<file path="src/rtl/bus_drive_arbiter_if.sv">
// Bundle of request/data/feedback inputs and enable/data/status outputs
// exchanged between the bus drivers and the drive-side arbiter.
interface bus_drive_arbiter_if #(
    parameter int N_DRV = 2,
    parameter int WIDTH = 8
);
    logic [N_DRV-1:0]       i_req;
    logic [N_DRV*WIDTH-1:0] i_data;
    logic                   i_net_noe;
    logic                   i_err_clr;
    logic [N_DRV-1:0]       o_noe;
    logic [N_DRV*WIDTH-1:0] o_data;
    logic [N_DRV-1:0]       o_gnt;
    logic                   o_busy;
    logic                   o_err;

    modport master (
        output i_req, i_data, i_net_noe, i_err_clr,
        input  o_noe, o_data, o_gnt, o_busy, o_err
    );

    modport slave (
        input  i_req, i_data, i_net_noe, i_err_clr,
        output o_noe, o_data, o_gnt, o_busy, o_err
    );
endinterface

</file>
<file path="src/rtl/bus_drive_arbiter.sv">
// Round-robin drive-side arbiter for a shared tristate bus. Generates
// registered active-low enables and data lanes, enforces break-before-make
// dead time between owners and flags contention / floating-net conditions.
module bus_drive_arbiter #(
    parameter int N_DRV       = 2,
    parameter int WIDTH       = 8,
    parameter int DEAD_CYCLES = 1,
    parameter int MAX_HOLD    = 0
) (
    input  logic              i_clk,
    input  logic              i_nrst,
    bus_drive_arbiter_if.slave bus
);
    localparam int IDX_W = (N_DRV > 1) ? $clog2(N_DRV) : 1;

    localparam logic [1:0] ST_IDLE  = 2'd0;
    localparam logic [1:0] ST_DRIVE = 2'd1;
    localparam logic [1:0] ST_TURN  = 2'd2;

    localparam logic [14:0]            HOLD_SAT   = 15'h7FFF;
    localparam logic [14:0]            MAX_HOLD_C = 15'(MAX_HOLD);
    localparam logic [3:0]             DEAD_C     = 4'(DEAD_CYCLES);
    localparam logic [N_DRV-1:0]       ONE_HOT0   = N_DRV'(1);
    localparam logic [N_DRV-1:0]       ALL_HIGH   = {N_DRV{1'b1}};
    localparam logic [N_DRV*WIDTH-1:0] DATA_IDLE  = {(N_DRV*WIDTH){1'b1}};
    localparam logic [IDX_W-1:0]       LAST_IDX   = IDX_W'(N_DRV - 1);

    logic [1:0]             state_q, state_d;
    logic [IDX_W-1:0]       rr_q, rr_d;
    logic [IDX_W-1:0]       owner_q, owner_d;
    logic [14:0]            hold_q, hold_d;
    logic [3:0]             dead_q, dead_d;
    logic [N_DRV-1:0]       noe_q, noe_d;
    logic [N_DRV*WIDTH-1:0] data_q, data_d;
    logic                   err_q, err_d;

    logic                   win_vld_s;
    logic [IDX_W-1:0]       win_idx_s;
    logic                   others_req_s;
    logic                   release_s;
    logic                   err_s;

    // Wrap an index in 0..2*N_DRV-2 back into 0..N_DRV-1.
    function automatic logic [IDX_W-1:0] wrap_idx(input int v);
        return (v >= N_DRV) ? IDX_W'(v - N_DRV) : IDX_W'(v);
    endfunction

    // Round-robin search: first requester at or after the rr pointer.
    always_comb begin
        win_vld_s = 1'b0;
        win_idx_s = '0;
        for (int i = 0; i < N_DRV; i++) begin
            if (!win_vld_s && bus.i_req[wrap_idx(int'(rr_q) + i)]) begin
                win_vld_s = 1'b1;
                win_idx_s = wrap_idx(int'(rr_q) + i);
            end else begin
                win_vld_s = win_vld_s;
            end
        end
    end

    // Release decision for the current owner: request dropped or hold limit hit under competition.
    always_comb begin
        others_req_s = |(bus.i_req & ~(ONE_HOT0 << owner_q));
        release_s    = !bus.i_req[owner_q] ||
                       ((MAX_HOLD != 0) && (hold_q == MAX_HOLD_C) && others_req_s);
        // Exactly one enable low is only legitimate while we are driving.
        err_s        = (state_q == ST_DRIVE) ? (bus.i_net_noe != 1'b0)
                                             : (bus.i_net_noe == 1'b0);
        err_d        = err_s ? 1'b1 : (bus.i_err_clr ? 1'b0 : err_q);
    end

    // Next-state logic for the IDLE / DRIVE / TURNAROUND sequencer and its counters.
    always_comb begin
        state_d = state_q;
        rr_d    = rr_q;
        owner_d = owner_q;
        hold_d  = hold_q;
        dead_d  = dead_q;
        case (state_q)
            ST_IDLE: begin
                if (win_vld_s) begin
                    state_d = ST_DRIVE;
                    owner_d = win_idx_s;
                    rr_d    = (win_idx_s == LAST_IDX) ? '0 : win_idx_s + IDX_W'(1);
                    hold_d  = 15'd1;
                end else begin
                    state_d = ST_IDLE;
                end
            end
            ST_DRIVE: begin
                if (release_s) begin
                    state_d = ST_TURN;
                    dead_d  = DEAD_C;
                end else begin
                    hold_d  = (hold_q == HOLD_SAT) ? hold_q : hold_q + 15'd1;
                end
            end
            ST_TURN: begin
                if (dead_q <= 4'd1) begin
                    state_d = ST_IDLE;
                    dead_d  = 4'd0;
                end else begin
                    dead_d  = dead_q - 4'd1;
                end
            end
            default: begin
                state_d = ST_IDLE;
                dead_d  = 4'd0;
            end
        endcase
    end

    // Enables and data lanes follow the next state so both switch on the same edge.
    always_comb begin
        noe_d  = ALL_HIGH;
        data_d = DATA_IDLE;
        if (state_d == ST_DRIVE) begin
            noe_d = ~(ONE_HOT0 << owner_d);
            data_d[owner_d*WIDTH +: WIDTH] = bus.i_data[owner_d*WIDTH +: WIDTH];
        end else begin
            noe_d = ALL_HIGH;
        end
    end

    // State registers with synchronous active-low reset; reset releases the bus immediately.
    always_ff @(posedge i_clk) begin
        if (!i_nrst) begin
            state_q <= ST_IDLE;
            rr_q    <= '0;
            owner_q <= '0;
            hold_q  <= 15'd0;
            dead_q  <= 4'd0;
            noe_q   <= ALL_HIGH;
            data_q  <= DATA_IDLE;
            err_q   <= 1'b0;
        end else begin
            state_q <= state_d;
            rr_q    <= rr_d;
            owner_q <= owner_d;
            hold_q  <= hold_d;
            dead_q  <= dead_d;
            noe_q   <= noe_d;
            data_q  <= data_d;
            err_q   <= err_d;
        end
    end

    assign bus.o_noe  = noe_q;
    assign bus.o_gnt  = ~noe_q;
    assign bus.o_data = data_q;
    assign bus.o_busy = (state_q != ST_IDLE);
    assign bus.o_err  = err_q;
endmodule

</file>
<file path="src/flat_wrapper.sv">
// flat-port wrapper written by rule: the top's interface ports become plain ports
module bus_drive_arbiter_flat 
#(
    parameter int N_DRV       = 2,
    parameter int WIDTH       = 8,
    parameter int DEAD_CYCLES = 1,
    parameter int MAX_HOLD    = 0
)
  (i_clk, i_nrst, bus_i_req, bus_i_data, bus_i_net_noe, bus_i_err_clr, bus_o_noe, bus_o_data, bus_o_gnt, bus_o_busy, bus_o_err);
  bus_drive_arbiter_if #(.N_DRV(N_DRV), .WIDTH(WIDTH)) bus_i ();
  input  logic i_clk;
  input  logic i_nrst;
  input wire logic [$bits(bus_i.i_req)-1:0] bus_i_req;
  input wire logic [$bits(bus_i.i_data)-1:0] bus_i_data;
  input wire logic [$bits(bus_i.i_net_noe)-1:0] bus_i_net_noe;
  input wire logic [$bits(bus_i.i_err_clr)-1:0] bus_i_err_clr;
  output wire logic [$bits(bus_i.o_noe)-1:0] bus_o_noe;
  output wire logic [$bits(bus_i.o_data)-1:0] bus_o_data;
  output wire logic [$bits(bus_i.o_gnt)-1:0] bus_o_gnt;
  output wire logic [$bits(bus_i.o_busy)-1:0] bus_o_busy;
  output wire logic [$bits(bus_i.o_err)-1:0] bus_o_err;
  assign bus_i.i_req = bus_i_req;
  assign bus_i.i_data = bus_i_data;
  assign bus_i.i_net_noe = bus_i_net_noe;
  assign bus_i.i_err_clr = bus_i_err_clr;
  assign bus_o_noe = bus_i.o_noe;
  assign bus_o_data = bus_i.o_data;
  assign bus_o_gnt = bus_i.o_gnt;
  assign bus_o_busy = bus_i.o_busy;
  assign bus_o_err = bus_i.o_err;
  bus_drive_arbiter #(.N_DRV(N_DRV), .WIDTH(WIDTH), .DEAD_CYCLES(DEAD_CYCLES), .MAX_HOLD(MAX_HOLD)) u_core (.i_clk(i_clk), .i_nrst(i_nrst), .bus(bus_i));
endmodule
</file>
<file path="config.mk">
export PLATFORM = sky130hd
export DESIGN_NAME = bus_drive_arbiter_flat
export DESIGN_NICKNAME = d
export VERILOG_FILES = /design/src/rtl/bus_drive_arbiter_if.sv /design/src/rtl/bus_drive_arbiter.sv /design/src/flat_wrapper.sv
export SDC_FILE = /design/constraint.sdc
export NUM_CORES = 1
export LEC_CHECK = 0
export CORE_MARGIN = 5
export CORE_UTILIZATION = 25
export CTS_BUF_LIST = sky130_fd_sc_hd__clkbuf_4
export CTS_CLUSTER_DIAMETER = 80
export CTS_CLUSTER_SIZE = 25
export DETAILED_ROUTE_END_ITERATION = 10
export PLACE_DENSITY = 0.59
export SYNTH_ARGS = -nofsm -noshare
export SYNTH_HDL_FRONTEND = slang
export SYNTH_SLANG_ARGS = --single-unit
</file>
<file path="constraint.sdc">
create_clock -name i_clk -period 2.6 [get_ports i_clk]
set_clock_uncertainty 0.2 [all_clocks]
set_input_delay 0.26 -clock i_clk [delete_from_list [all_inputs] [get_ports i_clk]]
set_output_delay 0.26 -clock i_clk [all_outputs]
set_load 0.1 [all_outputs]
</file>
Yosys cells after proc, flatten, opt, wreduce, memory -nomap -nowiden:

Index checks and enable logic that the tools add are counted.

* bits in registers: 27
* word-level logic and storage cells: 66

* add/sub/neg operators: 6
* magnitude comparators: 6
* eq/ne operators: 4
* shift-type cells: 4
* muxes and demuxes: 25
* bitwise operators: 6
* reduce and logical (&&, ||, !) cells: 8

Operators with widths (number)
* $neg A4 Y34: 1
* $shift A8 B34 Y16 const A: 1
* $shiftx A8 B34 Y16: 1
* $mux W1: 19
* $not A16 Y16: 1
* $or A16 B16 Y16: 1
* $shiftx A16 B5 Y8: 1
* $pmux W4 S3: 1
* $mux W4: 2
* $lt A1 B2 Y1 const B: 3
* $pmux W2 S3: 1
* $reduce_and A2 Y1: 3
* $eq A2 B1 Y1 const B: 2
* $le A4 B1 Y1 const B: 1
* $mux W2: 2
* $not A2 Y2: 2
* $reduce_bool A2 Y1: 2
* $sub A4 B1 Y4 const B: 1
* $add A1 B1 Y2 const B: 1
* $eq A2 B2 Y1 const B: 1
* $ge A1 B2 Y1 const B: 1
* $ge A2 B2 Y1 const B: 1
* $logic_not A2 Y1: 1
* $ne A2 B2 Y1 const B: 1
* other kinds (6): 8

Depth between registers and ports, before layout:

* depth after elaboration: 14
* mapped depth: 8
* mapped depth without buffers: 6

Least setup slack after synthesis:

OpenSTA, ideal clock, no wires.

* path type: register to output
* start: register u_core.noe_q[0], in the netlist u_core.bus.o_noe[0]
* end: output bus_o_gnt[0]
* arrival: 1610 ps
* required time: 2140 ps
* path slack: 530 ps
* cell stages (with the launch flop): 2
* path through: dfxtp_1 inv_1

* longest elaborated chain between the ends: 1

Ends and longest elaborated chain
* from (decl): RTL line bus_drive_arbiter.sv:33 `logic [N_DRV-1:0] noe_q, noe_d;`
* from (signal assigned): RTL line bus_drive_arbiter.sv:143 `noe_q <= noe_d;`
* $not A2 Y2: RTL line bus_drive_arbiter.sv:150 `assign bus.o_gnt = ~noe_q;`
* to (decl): RTL line flat_wrapper.sv:19 `output wire logic [$bits(bus_i.o_gnt)-1:0] bus_o_gnt;`

Every way passes these cells.

Final worst setup path:

* start: register u_core.dead_q[0]
* end: register u_core.data_q[5], in the netlist u_core.bus.o_data[5]

* longest elaborated chain between the ends: 5

Ends and longest elaborated chain
* from (decl): RTL line bus_drive_arbiter.sv:32 `logic [3:0] dead_q, dead_d;`
* from (signal assigned): RTL line bus_drive_arbiter.sv:133 `dead_q <= 4'd0;`
* from (signal assigned): RTL line bus_drive_arbiter.sv:142 `dead_q <= dead_d;`
* $le A4 B1 Y1: RTL line bus_drive_arbiter.sv:100 `if (dead_q <= 4'd1) begin`
* $mux W2: RTL line bus_drive_arbiter.sv:100
* $pmux W2 S3: RTL line bus_drive_arbiter.sv:80 `case (state_q)`
* $eq A2 B1 Y1: RTL line bus_drive_arbiter.sv:118 `if (state_d == ST_DRIVE) begin`
* $reduce_and A2 Y1 (no source line)
* to (signal assigned): RTL line bus_drive_arbiter.sv:144 `data_q <= data_d;`
* to (decl): RTL line bus_drive_arbiter.sv:34 `logic [N_DRV*WIDTH-1:0] data_q, data_d;`

Every way passes these cells.
A chain may end at the register's enable or synchronous reset.

==> flow_metrics.tcl <==
set metrics [dict create \
    fmax_mhz 481 \
    tightest_slew_ns 0.704 \
    numPortBuffers 43 \
    cts_hold_buf 0 \
    dr_total_vias 1017 \
    final_util_pct 36.2 \
    worst_setup_path_start_kind "flop" \
    ir_worst_vdd_mv 0.177 \
    ys_seq_elements 27 \
    fin_cells 220 \
    use_met1_pct 10.9 \
    period_share_pct 80.0 \
    cp_max_fo 19 \
    cts.sinks 27 \
    core-area_um2 4350 \
    worst_hold_slack_ns 0.283 \
    antenna_found_initial 0 \
    synth_nets 152 \
    syn_area_per_cell_um2 9.05 \
    seq_area_frac_synth_pct 48.2 \
    layout_min_cycle_time_ns 2.08 \
    die_h_um 77 \
    status "finished clean" \
    rrSetupSlack_ns 0.52 \
    min_to "u_core.dead_q[1]" \
    report.final.hold_viol_count 0 \
    grt_pass1_wl_mm 4.64 \
    hold_start "u_core.dead_q[1]" \
    r2r_end "u_core.bus.o_data[5]" \
    syn_area_um2 1120 \
    io_pins 44 \
    min_path_type "flop to flop" \
    grt_util_met3_pct 2.81 \
    leakage_nw 0.655 \
    numCtsBuffers 3 \
    cts_tree "built" \
    die-area_um2 5930 \
    h-tree-depth 1 \
    clkSlewWorstSetupHoldPaths_ns 0.15 \
    die_w_um 77 \
    multi_input_area_um2 515 \
    critPathKind "flop to flop" \
    cp.arrival_ns 2.07 \
    grt_pass1_vias 1065 \
    seq_area_um2 541 \
    grt_max_degree 20 \
    vias_per_cell 4.62 \
    postRouteAntennaNets 0 \
    cts-root-buf "clkbuf_4" \
    report.final.slew_viol_count 0 \
    syn_inst 124 \
    cellPowerDensity_nw_per_um2 647 \
    setup_violations 0 \
    slew_headroom_pct 53.1 \
    ctsResizeCount 0 \
    diodes 0 \
    synth_cell_types 28 \
    holdPathStages 2 \
    start_util_pct 25.8 \
    ys_warn_count 0 \
    top_usage_layer "met2" \
    rr_worst_depth 6 \
    track_usage_pct 9.31 \
    hpwl_mm 2.06 \
    clk_latency_ns 0.32 \
    drive_gt1_share_pct 20.8 \
    drc_errors 0 \
    startpoint "u_core.dead_q[0]" \
    grt-ovfl-total 0 \
    fin_nets 197 \
    r2r_start "u_core.dead_q[0]" \
    drtIter0Drc 43 \
    gp_congestion 0.705 \
    crit_path_end_kind "flop" \
    cts_setup_buffers 0 \
    maxCapViolations 0 \
    firstDrtPassIters 4 \
    rsz0062_at_grt "no" \
    use_met2_pct 15.5 \
    wl_per_cell_um 12.1 \
    clock_path_buffers 2 \
    worstPathRequired_ns 2.59 \
    rows 24 \
    fin_tns_setup_ns 0 \
    syn_to_final_growth_pct 40.4 \
    finalWirelength_mm 2.66 \
    nFillCells 434 \
    place_inst 216 \
]
==> registers in the layout (all words and copies together), names as in the netlist <==
| name | cells |
|---|---|
| u_core.rr_q | 1 |
| u_core.owner_q | 1 |
| u_core.dead_q | 4 |
| u_core.state_q | 2 |
| u_core.bus.o_noe | 2 |
| u_core.bus.o_data | 16 |
| u_core.bus.o_err | 1 |
==> placed cells by master (no fill, tap or decap) <==
cell,instances
ha_1,6
or3_2,2
o32ai_1,2
clkinvlp_4,1
o311a_2,1
a32oi_1,1
mux2_2,1
nand3b_1,1
nor2_1,20
a21oi_1,8
and4b_1,1
o21a_1,1
buf_4,23
a311oi_1,1
o31ai_1,1
o21ai_2,1
nand2_1,5
nand2b_1,2
inv_1,11
or3_4,1
clkbuf_4,3
clkdlybuf4s50_1,21
dfxtp_1,27
nand3_1,20
a41oi_4,1
a31o_2,1
a31oi_1,2
a21o_1,1
o22ai_1,2
==> per-layer routing <==
layer  part of all wire [%]  routed length, um
met2                     47               1250
met1                     44               1180
met5                      0                  0
met3                    6.4                171
met4                    2.1                 57
==> synth_stat cells <==
library cell,number,share of area [%]
a41oi_4,1,2.5
o32ai_1,2,1.6
a21o_1,1,0.67
o21a_1,1,0.67
o311a_2,1,1.0
ha_1,6,6.7
o22ai_1,2,1.1
buf_2,2,0.89
nor2_1,20,6.7
or3_4,1,1.0
inv_1,11,3.7
o21ai_2,1,0.78
nand2_1,5,1.7
a31o_2,1,0.78
mux2_2,1,1.0
o31ai_1,1,0.67
buf_6,1,1.0
and4b_1,1,0.89
a21oi_1,8,3.6
a32oi_1,1,0.78
nand3_1,20,8.9
dfxtp_1,27,48
clkbuf_1,1,0.33
nand2b_1,2,1.1
a31oi_1,2,1.1
nand3b_1,1,0.67
or3_2,2,1.3
a311oi_1,1,0.78
==> cells by family after synthesis <==
group                    share of synthesized area [%]
flip-flops                                        48.2
buffers and inverters                             5.91
AND/OR/NAND/NOR                                   22.3
multiplexers                                      1.00
adder cells (fa/ha/maj)                           6.69
AO/OA/AOI/OAI                                     15.9
==> through the flow <==
step,total power [mW],area (um2),setup WS [ns]
global placement,0.840,1550,0.499
global route,1.07,1580,0.282
floorplan,0.745,1120,0.530
finish,1.02,1580,0.520
detailed placement,0.844,1550,0.418
CTS,1.03,1580,0.482
==> worst max path at each step <==
stage	to	cells after the start
floorplan	bus_o_gnt[0]	1
global placement	u_core.bus.o_data[10]	5
detailed placement	u_core.bus.o_data[11]	5
CTS	u_core.bus.o_data[5]	6
global route	u_core.bus.o_data[7]	6
finish	u_core.bus.o_data[5]	6
==> critical path: stages (launching register included) <==
cell and delay, ns:
dfxtp_1 0.39, inv_1 0.08, ha_1 0.22, nor2_1 0.20, o31ai_1 0.12, o21ai_2 0.59, nand3_1 0.15
==> area by class of cell <==
cell class / count / share of cell area (%)
Clock buffer: 3 / 1.43
Clock inverter: 1 / 0.477
Inverter: 11 / 2.62
Multi-Input combinational cell: 82 / 32.7
Sequential cell: 27 / 34.3
Tap cell: 52 / 4.13
Timing Repair Buffer: 44 / 24.3
==> where the power goes <==
part	internal [mW]	total, mW	switching [mW]
clock network	0.0587	0.186	0.127
registers	0.440	0.453	0.0128
logic	0.103	0.380	0.277
Power figures use the tool's default switching activity.
==> RTL edit (config.mk and constraints unchanged) <==
`WIDTH` is set to 8 in 3 places; all go to 12.
--- a/src/rtl/bus_drive_arbiter_if.sv
+++ b/src/rtl/bus_drive_arbiter_if.sv
@@ -2,7 +2,7 @@
 // exchanged between the bus drivers and the drive-side arbiter.
 interface bus_drive_arbiter_if #(
     parameter int N_DRV = 2,
-    parameter int WIDTH = 8
+    parameter int WIDTH = 12
 );
     logic [N_DRV-1:0]       i_req;
     logic [N_DRV*WIDTH-1:0] i_data;
--- a/src/rtl/bus_drive_arbiter.sv
+++ b/src/rtl/bus_drive_arbiter.sv
@@ -3,7 +3,7 @@
 // dead time between owners and flags contention / floating-net conditions.
 module bus_drive_arbiter #(
     parameter int N_DRV       = 2,
-    parameter int WIDTH       = 8,
+    parameter int WIDTH       = 12,
     parameter int DEAD_CYCLES = 1,
     parameter int MAX_HOLD    = 0
 ) (
--- a/src/flat_wrapper.sv
+++ b/src/flat_wrapper.sv
@@ -2,7 +2,7 @@
 module bus_drive_arbiter_flat 
 #(
     parameter int N_DRV       = 2,
-    parameter int WIDTH       = 8,
+    parameter int WIDTH       = 12,
     parameter int DEAD_CYCLES = 1,
     parameter int MAX_HOLD    = 0
 )
Ports: changed (resized bus_i_data and bus_o_data); port bits go from 44 to 60. No check against the original RTL was run, so the function may have changed too.
==> RTL edit against the original RTL <==
  * Sequential cell count increased by 8
  * Power increased by 40%
  * Area after synthesis increased by 23%
  * Combinational power increased by 22%
  * Wire length increased by 25%
  * Setup slack got worse by 0.23 ns
  * Design area increased by 30%
  * First-iteration DRC count decreased by 21%
  * Maximum frequency decreased by 9.8%
  * Sequential power increased by 29%
  * Critical path type unchanged
  * Critical endpoint is now u_core.bus.o_data[19]$_SDFF_PN1_
  * Largest cell class unchanged
  * Largest power group unchanged
  * Highest routed layer unchanged
==> RTL edit: results (changes against the original RTL) <==
| Metric | Value |
|---|---|
| Net count of the finished layout | 238 (+21%) |
| Final antenna diode count | 0 (unchanged) |
| Share of synthesized registers carrying an async set or reset | 0 (unchanged) |
| Worst-case setup slack after placement | 0.250 ns (-0.167 ns) |
| Share of cells above drive strength 1 | 0.227 (+0.0183) |
| CP Max Fanout | 27 (+8) |
| Commonest cells in the netlist | dfxtp_1 (35), nor2_1 (17), nand3_1 (15) |
| Final weighted congestion of routability-driven global placement | 0.811 (+15%) |
| Synth Flop Type | dfxtp_1 |
| Transition time of the tightest slew-check pin | 1.06 ns (+0.361 ns) |
| FF-to-FF Start | u_core.dead_q[0]$_SDFFE_PN0P_ |
| Final-layout fill cell count | 546 (+26%) |
| Number of cells after detailed placement | 267 (+24%) |
| Reg-to-reg critical path endpoint | u_core.bus.o_data[19]$_SDFF_PN1_ |
| Routed via count | 1184 (+16%) |
| Netlist cell types | 30 (+7.1%) |
| Maximum number of pins on one net before global-route repair | 28 (+40%) |
| Maximum resistive drop on vdd | 0.323 mV (+82%) |
| Average wire per cell in the routed design | 12.1 um (+0.21%) |
| Final Hold Viols | 0 (unchanged) |
| Leakage power | 0.836 nW (+28%) |
| Origin of the worst min-delay path | u_core.dead_q[1]$_SDFFE_PN0P_ |
| Number of instances on the worst hold path | 2 (unchanged) |
| H-tree Lvls | 2 (+1) |
| Master cell of the clock root buffer | clkbuf_4 |
| Sequential cell area fraction in the yosys report | 0.509 (+0.0275) |
| R2R setup slack | 0.29 ns (-0.23 ns) |
| Number of flip-flops in the largest register | 24 (+8) |
| Detailed-route vias per instance | 4.31 (-6.9%) |
| Clock transition at the register clock pins on the worst setup and hold paths after CTS | 0.12 ns (-0.03 ns) |
| Synth Instances | 140 (+13%) |
| GR Util All Layers | 0.0960 (+0.00289) |
| Worst hold slack | 0.277 ns (-0.00563 ns) |
| Total of cells resized after clock tree synthesis | 0 (unchanged) |
| First-pass GRT wire length | 5610 um (+21%) |
| Post-CTS setup buffers | 0 (unchanged) |
| Insertion delay of the later-clocked pin in the worst-skew pair | 0.33 ns |
| Hold Path Class | flop to flop |
| Post-cts hold buffer count | 0 (unchanged) |
| Arr. time, crit path | 2.29 ns (+0.22 ns) |
| TritonCTS Buffers | 5 (+2) |
| Detail Placement HPWL | 2320 um (+13%) |
| Logic depth of the worst register-to-register path | 6 (unchanged) |
| Total of warnings raised by yosys | 0 (unchanged) |
| Status | complete, no violations |
| Net count after synthesis | 176 (+16%) |
| Fraction of power spent switching nets | 0.374 (-0.0361) |
| Number of DRC markers after the initial detailed-route iteration | 34 (-21%) |
| Number of antenna violations at the first check in global routing | 0 (unchanged) |
| Leading cell types by total area after synthesis | dfxtp_1 (51%), nand4b_1 (7.6%), ha_1 (5.5%) |
| Clock buffer depth | 2 (unchanged) |
| Hold-critical path endpoint | u_core.dead_q[1]$_SDFFE_PN0P_ |
| First-pass iteration count of the detailed router | 4 (unchanged) |
| Count of input and output buffers | 59 (+37%) |
RTL edit: changes by cell type after synthesis, moves of 2 or more:
| cell | unedited run | this run |
|---|---|---|
| clkbuf_1 | 1 | 3 |
| dfxtp_1 | 27 | 35 |
| nand3_1 | 20 | 15 |
| nand4b_1 | 0 | 12 |
| nor2_1 | 20 | 17 |
| or3_1 | 0 | 2 |
| or3_2 | 2 | 0 |
RTL edit: cells by family (layout without fill, tap and decap cells):
logic type,count (synthesis),after routing,share of synthesized area
simple gates,60,60,0.247
flops,35,35,0.509
compound gates,20,20,0.119
buf+inv,18,81,0.0618
fa+ha+maj,6,6,0.0545
mux,1,1,0.00818
RTL edit: layout make-up:
cell class | count | area share
Clock inverter | 3 | 0.0214
Timing Repair Buffer | 62 | 0.263
Multi-Input combinational cell | 87 | 0.289
Clock buffer | 5 | 0.0184
Sequential cell | 35 | 0.343
Inverter | 11 | 0.0202
Tap cell | 72 | 0.0441
RTL edit: layer usage:
metal	vias to the layer above	GRT usage	part of all wire
met4	0	0.0482	0.023
met2	35	0.151	0.46
met1	523	0.116	0.45
met5	-	0	0
met3	8	0.0334	0.076
li1	618	-	-
RTL edit: how the worst max path moves through the flow:
stage,slack [ns],cells after the start,from,endpoint
after floorplan,0.53,1,u_core.bus.o_noe[0]$_SDFF_PN1_,bus_o_gnt[0]
after global placement,0.34,6,u_core.dead_q[0]$_SDFFE_PN0P_,u_core.bus.o_data[21]$_SDFF_PN1_
after detailed placement,0.25,6,u_core.dead_q[0]$_SDFFE_PN0P_,u_core.bus.o_data[13]$_SDFF_PN1_
after CTS,0.25,6,u_core.dead_q[0]$_SDFFE_PN0P_,u_core.bus.o_data[19]$_SDFF_PN1_
after global routing,0.03,6,u_core.dead_q[0]$_SDFFE_PN0P_,u_core.bus.o_data[15]$_SDFF_PN1_
final,0.29,6,u_core.dead_q[0]$_SDFFE_PN0P_,u_core.bus.o_data[19]$_SDFF_PN1_
RTL edit: stage by stage:
step / util / cell area, um2
finish: 0.375 / 2040
global route: 0.375 / 2040
CTS: 0.375 / 2040
detailed placement: 0.360 / 1960
global placement: 0.360 / 1960
floorplan: - / 1380
RTL edit: critical path, cell delays in order (launching register included):
cell      delay [ns]
dfxtp_1         0.37
inv_1           0.08
ha_1            0.21
nor2_1          0.18
o31ai_1         0.10
o21ai_2         0.84
nand4b_1        0.17
RTL edit: power groups by stage:
stage	combinational, W	clock [W]	sequential (W)
floorplan	0.000159	0	0.000778
global placement	0.000463	0	0.000595
detailed placement	0.000465	0	0.000595
CTS	0.000466	0.000403	0.000583
global route	0.000488	0.000433	0.000587
finish	0.000463	0.000386	0.000583
